### src/rtl/hamming_secded_engine.sv
`default_nettype none
// ============================================================================
// hamming_secded_engine
//   Two-stage pipelined Hamming SECDED encoder/decoder on a valid/ready stream
//   with saturating corrected / uncorrectable word counters.
// Revision: 1.0
// ============================================================================

module hamming_secded_engine #(
  parameter int K     = 11,
  parameter int R     = 4,
  parameter int N     = K + R + 1,
  parameter int CNT_W = 8
) (
  input  logic             CLK,
  input  logic             start_n,
  input  logic             in_valid,
  output logic             in_ready,
  input  logic             in_mode,
  input  logic [N-1:0]     in_data,
  output logic             out_valid,
  input  logic             out_ready,
  output logic [N-1:0]     out_data,
  output logic [1:0]       out_err,
  output logic [CNT_W-1:0] cnt_corr,
  output logic [CNT_W-1:0] cnt_dbl,
  input  logic             clr
);

  localparam logic [1:0] c_err_clean = 2'b00;
  localparam logic [1:0] c_err_corr  = 2'b01;
  localparam logic [1:0] c_err_dbl   = 2'b10;
  localparam logic [1:0] c_err_par   = 2'b11;
  localparam logic [CNT_W-1:0] c_cnt_max = {CNT_W{1'b1}};

  generate
    if ((1 << R) < (K + R + 1)) begin : g_bad_r
      $error("hamming_secded_engine: R too small to protect K data bits");
    end
    if (N != K + R + 1) begin : g_bad_n
      $error("hamming_secded_engine: N must equal K+R+1");
    end
  endgenerate

  // Codeword position of data bit idx: the idx-th non-power-of-two position >= 3.
  function automatic int data_pos(input int idx);
    int cnt;
    data_pos = 0;
    cnt      = 0;
    for (int p = 1; p < N; p++) begin
      if ((p & (p - 1)) != 0) begin
        if (cnt == idx) data_pos = p;
        cnt++;
      end
    end
  endfunction

  logic             r_v1;
  logic             r_mode;
  logic [N-1:0]     r_word;
  logic             r_v2;
  logic [N-1:0]     r_data2;
  logic [1:0]       r_err2;
  logic [CNT_W-1:0] r_cnt_corr;
  logic [CNT_W-1:0] r_cnt_dbl;

  logic             w_adv1;
  logic             w_adv2;
  logic             w_out_fire;
  logic [N-1:0]     w_enc;
  logic [R-1:0]     w_syn;
  logic             w_par;
  logic             w_hit;
  logic [N-1:0]     w_fixed;
  logic [N-1:0]     w_dec;
  logic [1:0]       w_dec_err;
  logic [N-1:0]     w_result;
  logic [1:0]       w_err;

  assign w_adv2     = !r_v2 || out_ready;
  assign w_adv1     = !r_v1 || w_adv2;
  assign w_out_fire = r_v2 && out_ready;

  always_comb begin
    w_enc = '0;
    for (int i = 0; i < K; i++) w_enc[data_pos(i)] = r_word[i];
    for (int j = 0; j < R; j++) begin
      for (int p = 1; p < N; p++) begin
        if ((((p >> j) & 1) == 1) && (p != (1 << j)))
          w_enc[1 << j] = w_enc[1 << j] ^ w_enc[p];
      end
    end
    w_enc[0] = ^w_enc[N-1:1];
  end

  always_comb begin
    w_syn = '0;
    for (int p = 1; p < N; p++) begin
      if (r_word[p]) w_syn = w_syn ^ R'(p);
    end
    w_par = ^r_word;

    // A syndrome naming no real position (possible when 2^R > N) is never flipped.
    w_hit   = 1'b0;
    w_fixed = r_word;
    for (int p = 1; p < N; p++) begin
      if (w_syn == R'(p)) begin
        w_hit = 1'b1;
        if (w_par) w_fixed[p] = ~r_word[p];
      end
    end

    if (w_syn == '0)
      w_dec_err = w_par ? c_err_par : c_err_clean;
    else if (w_par && w_hit)
      w_dec_err = c_err_corr;
    else
      w_dec_err = c_err_dbl;

    w_dec = '0;
    for (int i = 0; i < K; i++) w_dec[i] = w_fixed[data_pos(i)];
    w_dec[N-1] = (w_dec_err == c_err_dbl);
  end

  assign w_result = r_mode ? w_dec : w_enc;
  assign w_err    = r_mode ? w_dec_err : c_err_clean;

  always_ff @(posedge CLK or negedge start_n) begin
    if (!start_n) begin
      r_v1   <= 1'b0;
      r_mode <= 1'b0;
      r_word <= '0;
    end else if (w_adv1) begin
      r_v1 <= in_valid;
      if (in_valid) begin
        r_mode <= in_mode;
        r_word <= in_data;
      end
    end
  end

  always_ff @(posedge CLK or negedge start_n) begin
    if (!start_n) begin
      r_v2    <= 1'b0;
      r_data2 <= '0;
      r_err2  <= 2'b00;
    end else if (w_adv2) begin
      r_v2 <= r_v1;
      if (r_v1) begin
        r_data2 <= w_result;
        r_err2  <= w_err;
      end
    end
  end

  // Encode beats always carry err 00, so the err code alone selects the counter.
  always_ff @(posedge CLK or negedge start_n) begin
    if (!start_n) begin
      r_cnt_corr <= '0;
      r_cnt_dbl  <= '0;
    end else if (clr) begin
      r_cnt_corr <= '0;
      r_cnt_dbl  <= '0;
    end else if (w_out_fire) begin
      if (((r_err2 == c_err_corr) || (r_err2 == c_err_par)) && (r_cnt_corr != c_cnt_max))
        r_cnt_corr <= r_cnt_corr + 1'b1;
      if ((r_err2 == c_err_dbl) && (r_cnt_dbl != c_cnt_max))
        r_cnt_dbl <= r_cnt_dbl + 1'b1;
    end
  end

  assign in_ready  = w_adv1;
  assign out_valid = r_v2;
  assign out_data  = r_data2;
  assign out_err   = r_err2;
  assign cnt_corr  = r_cnt_corr;
  assign cnt_dbl   = r_cnt_dbl;

endmodule

`default_nettype wire
### config.mk
export PLATFORM = sky130hd
export DESIGN_NAME = hamming_secded_engine
export DESIGN_NICKNAME = d
export VERILOG_FILES = /design/src/rtl/hamming_secded_engine.sv
export SDC_FILE = /design/constraint.sdc
export NUM_CORES = 1
export LEC_CHECK = 0
export CORE_UTILIZATION = 40
export CTS_CLUSTER_DIAMETER = 80
export DETAILED_ROUTE_END_ITERATION = 16
export PLACE_DENSITY = 0.63
export SLEW_MARGIN = 20
export SYNTH_ARGS = -nofsm -noshare
export SYNTH_HDL_FRONTEND = slang
export SYNTH_SLANG_ARGS = --single-unit
### constraint.sdc
create_clock -name CLK -period 2.7 [get_ports CLK]
set_clock_uncertainty 0.05 [all_clocks]
set_input_delay 0.405 -clock CLK [delete_from_list [all_inputs] [get_ports CLK]]
set_output_delay 0.405 -clock CLK [all_outputs]
set_load 0.01 [all_outputs]
==> flow_summary.json, run 1 <==
{
  "synth_simple_gate_area_share_pct": 16.65,
  "r2r_setup_slack_ns": 0.25,
  "share_of_cell_area_taken_by_muxes_after_synthesis_pct": 9.269,
  "timing_worst_setup_path_type": "flop to flop",
  "worst_setup_path_end_kind": "flop",
  "grt_setup_unrepaired": "false",
  "grt_use_total_pct": 18.73,
  "cts_post_setup_buffers_inserted": 0,
  "cts_made_buffers": 5,
  "firstDrtPassIters": 4,
  "worstReg2RegEnd": "out_data[8]$_DFFE_PN0P_",
  "power.switching_mw": 1.283,
  "combPwrFrac_pct": 52.9,
  "initialDrtViolationCount": 152,
  "wl_um": 7399,
  "sw_frac_of_total_pct": 39.35,
  "yosysSeqAreaShare_pct": 40.77,
  "global_route_wire_length_before_repair_um": 12310,
  "remaining_drc_errors": 0,
  "h_tree_lvls": 2,
  "numPlacedInstances": 468,
  "grt_pass1_vias": 2397,
  "critical_path.cell_chain": "xnor3_2, xnor2_2, nor4_4, o22ai_1, or4_1, nand3_1",
  "area_share_of_the_leading_cell_type_in_the_synthesized_netlist_pct": 40.77,
  "ys_seq_elements": 53,
  "detail_route.vias_per_cell": 5.311,
  "synth.lib_cells_used.distinct": 43,
  "maxSlewHeadroom_pct": 59.84,
  "antenna_found_initial": 0,
  "post_synth_fa_ha_maj_area_fraction_pct": 0.7692,
  "cellInternalPower_mw": 1.978,
  "antennaDiodeCount": 0,
  "yosysTopAreaCell": "sky130_fd_sc_hd__dfrtp_1",
  "final_period_minus_worst_setup_slack_ns": 2.445,
  "layout-drive-gt1-share_pct": 13.10,
  "max_stage_delay_ns": 0.58,
  "number_of_input_and_output_port_buffers_inserted": 57,
  "worstSetupPathDepth": 6,
  "fin_cells": 476,
  "grt_max_degree": 54,
  "main_combinational_cell_family_by_area_after_synthesis": "XOR/XNOR gates",
  "path_buf_inv": 0,
  "power_per_unit_of_standard_cell_area_nw_per_um2": 802.2,
  "detail_route.wl_per_cell_um": 15.54,
  "total_leakage_power_nw": 1.724,
  "final_nets": 397,
  "postSynthNetCount": 335,
  "floorplan.die.width_um": 92.18,
  "post_cts_resized": 0,
  "gp_routability_congestion": 1.001,
  "fin_crit_sh_pct": 90.56,
  "cells_on_worst_reg2reg_path": 6,
  "clk_pin_slew_worst_paths_ns": 0.10,
  "run_status": "finished, final reports clean",
  "grt_total_ovfl": 0,
  "cts_num_sinks": 53,
  "fillCellCount": 723,
  "crit_path_max_fanout": 5,
  "core_area_um2": 7807,
  "worst_max_slew_pin_slew_ns": 0.5981,
  "antenna_violating_nets_post_route": 0,
  "initial_core_util_pct": 41.67,
  "vias": 2528,
  "die-area_um2": 8497,
  "synth.avg_cell_area_um2": 10.46,
  "die_y_um": 92.18,
  "compound_gate_fraction_of_synth_area_pct": 9.462,
  "postSynthCellCount": 311,
  "worst_skew_late_latency_ns": 0.30,
  "placed_cell_area_um2": 3979,
  "setup_total_negative_slack_ns": 0,
  "final_design_area_no_fill_um2": 4065,
  "synth.area.top_cells": "sky130_fd_sc_hd__dfrtp_1, sky130_fd_sc_hd__mux2_2, sky130_fd_sc_hd__xnor2_1",
  "max_cap_violations": 0,
  "crit_required_ns": 2.90,
  "cp_slowest_cell": "sky130_fd_sc_hd__xnor3_2",
  "critical_path.top_delay_family": "simple AND/OR/NAND/NOR gates",
  "r2r-start": "r_word[8]$_DFFE_PN0P_",
  "hold_path.class": "primary input to async pin",
  "critical_path.startpoint_type": "flop",
  "setup-violations-final": 0,
  "layout_commonest_cell": "sky130_fd_sc_hd__clkdlybuf4s50_1",
  "synth-warning-count": 0,
  "maxSlewViolCount": 0,
  "dp_hpwl_um": 5672,
  "finalHoldViolCount": 0,
  "seq_power_share_pct": 33.4,
  "num_io_pins": 58,
  "most-common-layout-cells": "sky130_fd_sc_hd__clkdlybuf4s50_1, sky130_fd_sc_hd__dfrtp_1, sky130_fd_sc_hd__nor2_1",
  "synthXorXnorAreaFrac_pct": 20.12,
  "timing_limited_maximum_frequency_mhz": 409.0,
  "layout-area-overhead-vs-synth_pct": 24.96,
  "rows": 32,
  "vdd_drop_max_mv": 0.2866,
  "power.clock.fraction_pct": 13.7,
  "cts_tree": "yes",
  "postCtsHoldBufs": 0,
  "synth_area_um2": 3253,
  "timing.critical_path.arrival_ns": 2.64,
  "max-clock-path-buffers": 2,
  "root_buffer": "sky130_fd_sc_hd__clkbuf_8"
}
## logic make-up (layout without fill, tap and decap cells)
family / after synthesis / after routing
buffers and inverters: 22 / 85
flip-flops: 53 / 53
adder cells (fa/ha/maj): 2 / 2
AND/OR/NAND/NOR: 106 / 106
AO/OA/AOI/OAI: 50 / 50
XOR/XNOR: 50 / 50
multiplexers: 28 / 28
## routing by layer
layer | routed length, um | GRT usage (%) | vias to the layer above
li1 | - | - | 1225
met3 | 296 | 2.570 | 9
met2 | 3329 | 27.36 | 64
met5 | 0 | 0 | -
met4 | 124 | 6.771 | 0
met1 | 3648 | 28.15 | 1230
## layout make-up
cell class / instances / area [um^2] / share of cell area [%]
clock buffers: 6 / 72.57 / 1.785
clock inverters: 2 / 13.76 / 0.3386
inverters: 9 / 33.78 / 0.8310
multi-input cells: 236 / 1831 / 45.03
flip-flops and latches: 53 / 1326 / 32.63
well taps: 102 / 127.6 / 3.139
repair buffers: 68 / 660.6 / 16.25
## metrics by stage
stage               hold WS [ns]  util (%)  power (mW)  worst slack [ns]
floorplan                0.05941         -       2.278            0.5034
global placement          0.3709     50.96       2.810            0.2854
detailed placement        0.3705     50.96       2.820            0.2953
CTS                      0.02835     52.07       3.288            0.2708
global route             0.04255     52.07       3.476           0.03485
finish                   0.01758     52.07       3.261            0.2548
## how the worst max path moves through the flow
stage	startpoint	to	slack, ns
after detailed placement	r_word[9]$_DFFE_PN0P_	out_data[8]$_DFFE_PN0P_	0.30
final	r_word[8]$_DFFE_PN0P_	out_data[8]$_DFFE_PN0P_	0.25
after CTS	r_word[9]$_DFFE_PN0P_	out_data[8]$_DFFE_PN0P_	0.27
after global routing	r_word[5]$_DFFE_PN0P_	out_data[2]$_DFFE_PN0P_	0.03
after floorplan	r_word[9]$_DFFE_PN0P_	out_data[8]$_DFFE_PN0P_	0.50
after global placement	r_word[9]$_DFFE_PN0P_	out_data[8]$_DFFE_PN0P_	0.29
## synthesized netlist by cell type, drive strengths merged
cell    instances
dfrtp          53
a22oi           1
nor3           11
nand3           9
clkbuf          8
inv             9
nand2b          3
ha              2
buf             5
xor3            2
o211ai          8
xnor2          24
nand2          25
or4             1
and3            2
o31ai           3
mux2i          11
nand3b          2
nand4b          1
nor2           32
o22ai          12
nand4           6
o21ai          16
nor4            8
a21oi           8
and2            1
or3             5
xor2           16
xnor3           8
mux2           17
o2111a          1
a31oi           1
## registers in the layout (all words and copies together) (netlist names)
register   count
cnt_dbl        8
out_err        2
out_valid      1
r_v1           1
cnt_corr       8
r_word        16
out_data      16
r_mode         1
## power groups by stage
stage | Combinational, mW | Sequential (mW) | Clock (mW)
global route | 1.86 | 1.11 | 0.507
CTS | 1.72 | 1.09 | 0.473
global placement | 1.71 | 1.10 | 0
finish | 1.72 | 1.09 | 0.448
detailed placement | 1.71 | 1.11 | 0
floorplan | 1.17 | 1.10 | 0
No activity file was read; power rests on OpenSTA's default activity.
==> run 2, diff against run 1 <==
Settings changed: REMOVE_ABC_BUFFERS from default to 1.
==> run 2 against run 1 <==
Net effect:
- first-iteration DRC count increased by 14%
- maximum frequency decreased by 1.3%
- design area increased by 1.4%
- sequential power about the same
- die area unchanged
- cell count increased by 0.84%
- via count increased by 0.99%
- critical path type unchanged
==> flow_summary.json, run 2 (synthesized netlist as in run 1, its figures left out) <==
{
  "timing_worst_setup_path_type": "flop to flop",
  "number_of_input_and_output_port_buffers_inserted": 57,
  "max-clock-path-buffers": 2,
  "cts_post_setup_buffers_inserted": 0,
  "max_stage_delay_ns": 0.54,
  "timing_limited_maximum_frequency_mhz": 403.6,
  "critical_path.startpoint_type": "flop",
  "final_nets": 401,
  "vias": 2553,
  "detail_route.wl_per_cell_um": 16.22,
  "layout_commonest_cell": "sky130_fd_sc_hd__clkdlybuf4s50_1",
  "dp_hpwl_um": 5892,
  "clk_pin_slew_worst_paths_ns": 0.10,
  "fin_crit_sh_pct": 91.77,
  "postCtsHoldBufs": 0,
  "critical_path.top_delay_family": "XOR/XNOR gates",
  "total_leakage_power_nw": 1.753,
  "post_cts_resized": 0,
  "numPlacedInstances": 472,
  "fin_total_pwr_mw": 3.396,
  "crit_required_ns": 2.82,
  "place_worst_setup_slack_ns": 0.2467,
  "floorplan.die.width_um": 92.18,
  "worst_skew_late_latency_ns": 0.31,
  "antenna_found_initial": 0,
  "h_tree_lvls": 2,
  "grt_use_total_pct": 19.54,
  "grt_pass1_vias": 2442,
  "antennaDiodeCount": 0,
  "grt_setup_unrepaired": "false",
  "detail_route.vias_per_cell": 5.319,
  "hold_path.class": "primary input to async pin",
  "die-area_um2": 8497,
  "global_route_wire_length_before_repair_um": 12920,
  "firstDrtPassIters": 5,
  "final_design_area_no_fill_um2": 4120,
  "finalHoldViolCount": 0,
  "worst_setup_path_end_kind": "flop",
  "antenna_violating_nets_post_route": 0,
  "final_util_pct": 52.77,
  "most-common-layout-cells": "sky130_fd_sc_hd__clkdlybuf4s50_1, sky130_fd_sc_hd__dfrtp_1, sky130_fd_sc_hd__nor2_1",
  "gp_routability_congestion": 0.9775,
  "fin_cells": 480,
  "setup_total_negative_slack_ns": 0,
  "layout-area-overhead-vs-synth_pct": 26.65,
  "worstSetupPathDepth": 6,
  "vdd_drop_max_mv": 0.4338,
  "num_io_pins": 58,
  "worst_slack_ns": 0.2223,
  "initialDrtViolationCount": 173,
  "power_per_unit_of_standard_cell_area_nw_per_um2": 824.2,
  "path_buf_inv": 0,
  "critical_path.cell_chain": "xnor3_2, xnor2_2, nor4_1, o22ai_1, mux2i_1, o211ai_1",
  "remaining_drc_errors": 0,
  "crit_path_max_fanout": 6,
  "initial_core_util_pct": 41.67,
  "maxSlewViolCount": 0,
  "grt_total_ovfl": 0,
  "cts_tree": "yes",
  "die_y_um": 92.18,
  "max_cap_violations": 0,
  "layout-drive-gt1-share_pct": 14.02,
  "core_area_um2": 7807,
  "multi_input_area_um2": 1831,
  "cells_on_worst_reg2reg_path": 6,
  "fillCellCount": 727,
  "setup-violations-final": 0,
  "maxSlewHeadroom_pct": 58.12,
  "cts_num_sinks": 53,
  "grt_max_degree": 29,
  "wl_um": 7785,
  "cp_slowest_cell": "sky130_fd_sc_hd__dfrtp_1",
  "placed_cell_area_um2": 4009,
  "run_status": "finished, final reports clean",
  "rows": 32,
  "timing.critical_path.arrival_ns": 2.60,
  "worst_max_slew_pin_slew_ns": 0.6281,
  "worst_hold_slack_ns": 0.04532,
  "cts_made_buffers": 5,
  "area.sequential_um2": 1326,
  "root_buffer": "sky130_fd_sc_hd__clkbuf_8",
  "final_period_minus_worst_setup_slack_ns": 2.478
}
[run 2: cell count changes in the layout (fill, tap and decap cells not counted), sizes merged]
cell	before	now
inv	10	9
bufinv	0	1
buf	12	16
[run 2: path summary, 6_finish.rpt]
check / from / slack, ns / endpoint
min: start_n / 0.05 / cnt_dbl[6]$_DFFE_PN0P_
max in group asynchronous: start_n / 1.98 / out_data[6]$_DFFE_PN0P_
max reg2reg: r_word[9]$_DFFE_PN0P_ / 0.22 / out_data[3]$_DFFE_PN0P_
max: r_word[9]$_DFFE_PN0P_ / 0.22 / out_data[3]$_DFFE_PN0P_
min reg2reg: out_data[12]$_DFFE_PN0P_ / 0.43 / out_data[12]$_DFFE_PN0P_
min in group CLK: out_data[12]$_DFFE_PN0P_ / 0.43 / out_data[12]$_DFFE_PN0P_
[run 2: cell type report]
| cell class | instances | area share [%] |
|---|---|---|
| well taps | 102 | 3.097 |
| clock buffers | 6 | 1.761 |
| inverters | 9 | 0.8199 |
| flip-flops and latches | 53 | 32.19 |
| repair buffers | 72 | 16.76 |
| multi-input cells | 236 | 44.43 |
| clock inverters | 2 | 0.9414 |
[run 2: worst reg2reg max path: stages, from the launching register on]
cell and delay [ns]:
sky130_fd_sc_hd__dfrtp_1 0.54, sky130_fd_sc_hd__xnor3_2 0.53, sky130_fd_sc_hd__xnor2_2 0.24, sky130_fd_sc_hd__nor4_1 0.51
sky130_fd_sc_hd__o22ai_1 0.20, sky130_fd_sc_hd__mux2i_1 0.18, sky130_fd_sc_hd__o211ai_1 0.10
[run 2: where the power goes]
group | internal (mW) | switching, mW | leakage [nW]
combinational | 0.869 | 0.888 | 1.03
clock | 0.279 | 0.273 | 0.0554
sequential | 0.937 | 0.150 | 0.663
total | 2.09 | 1.31 | 1.75
[run 2: layer usage]
layer  global-route usage [%]  up-vias  wire, um
met5                        0        -         0
met4                    5.078        0        85
met3                    2.488        7       319
met2                    30.04       68      3605
met1                    29.01     1249      3775
li1                         -     1229         -
==> run 3, diff against run 2 <==
Settings changed: CTS_CLUSTER_SIZE from default to 25.
==> results of run 3 <==
Final layout, timing and power as in run 2 (identical DEF).
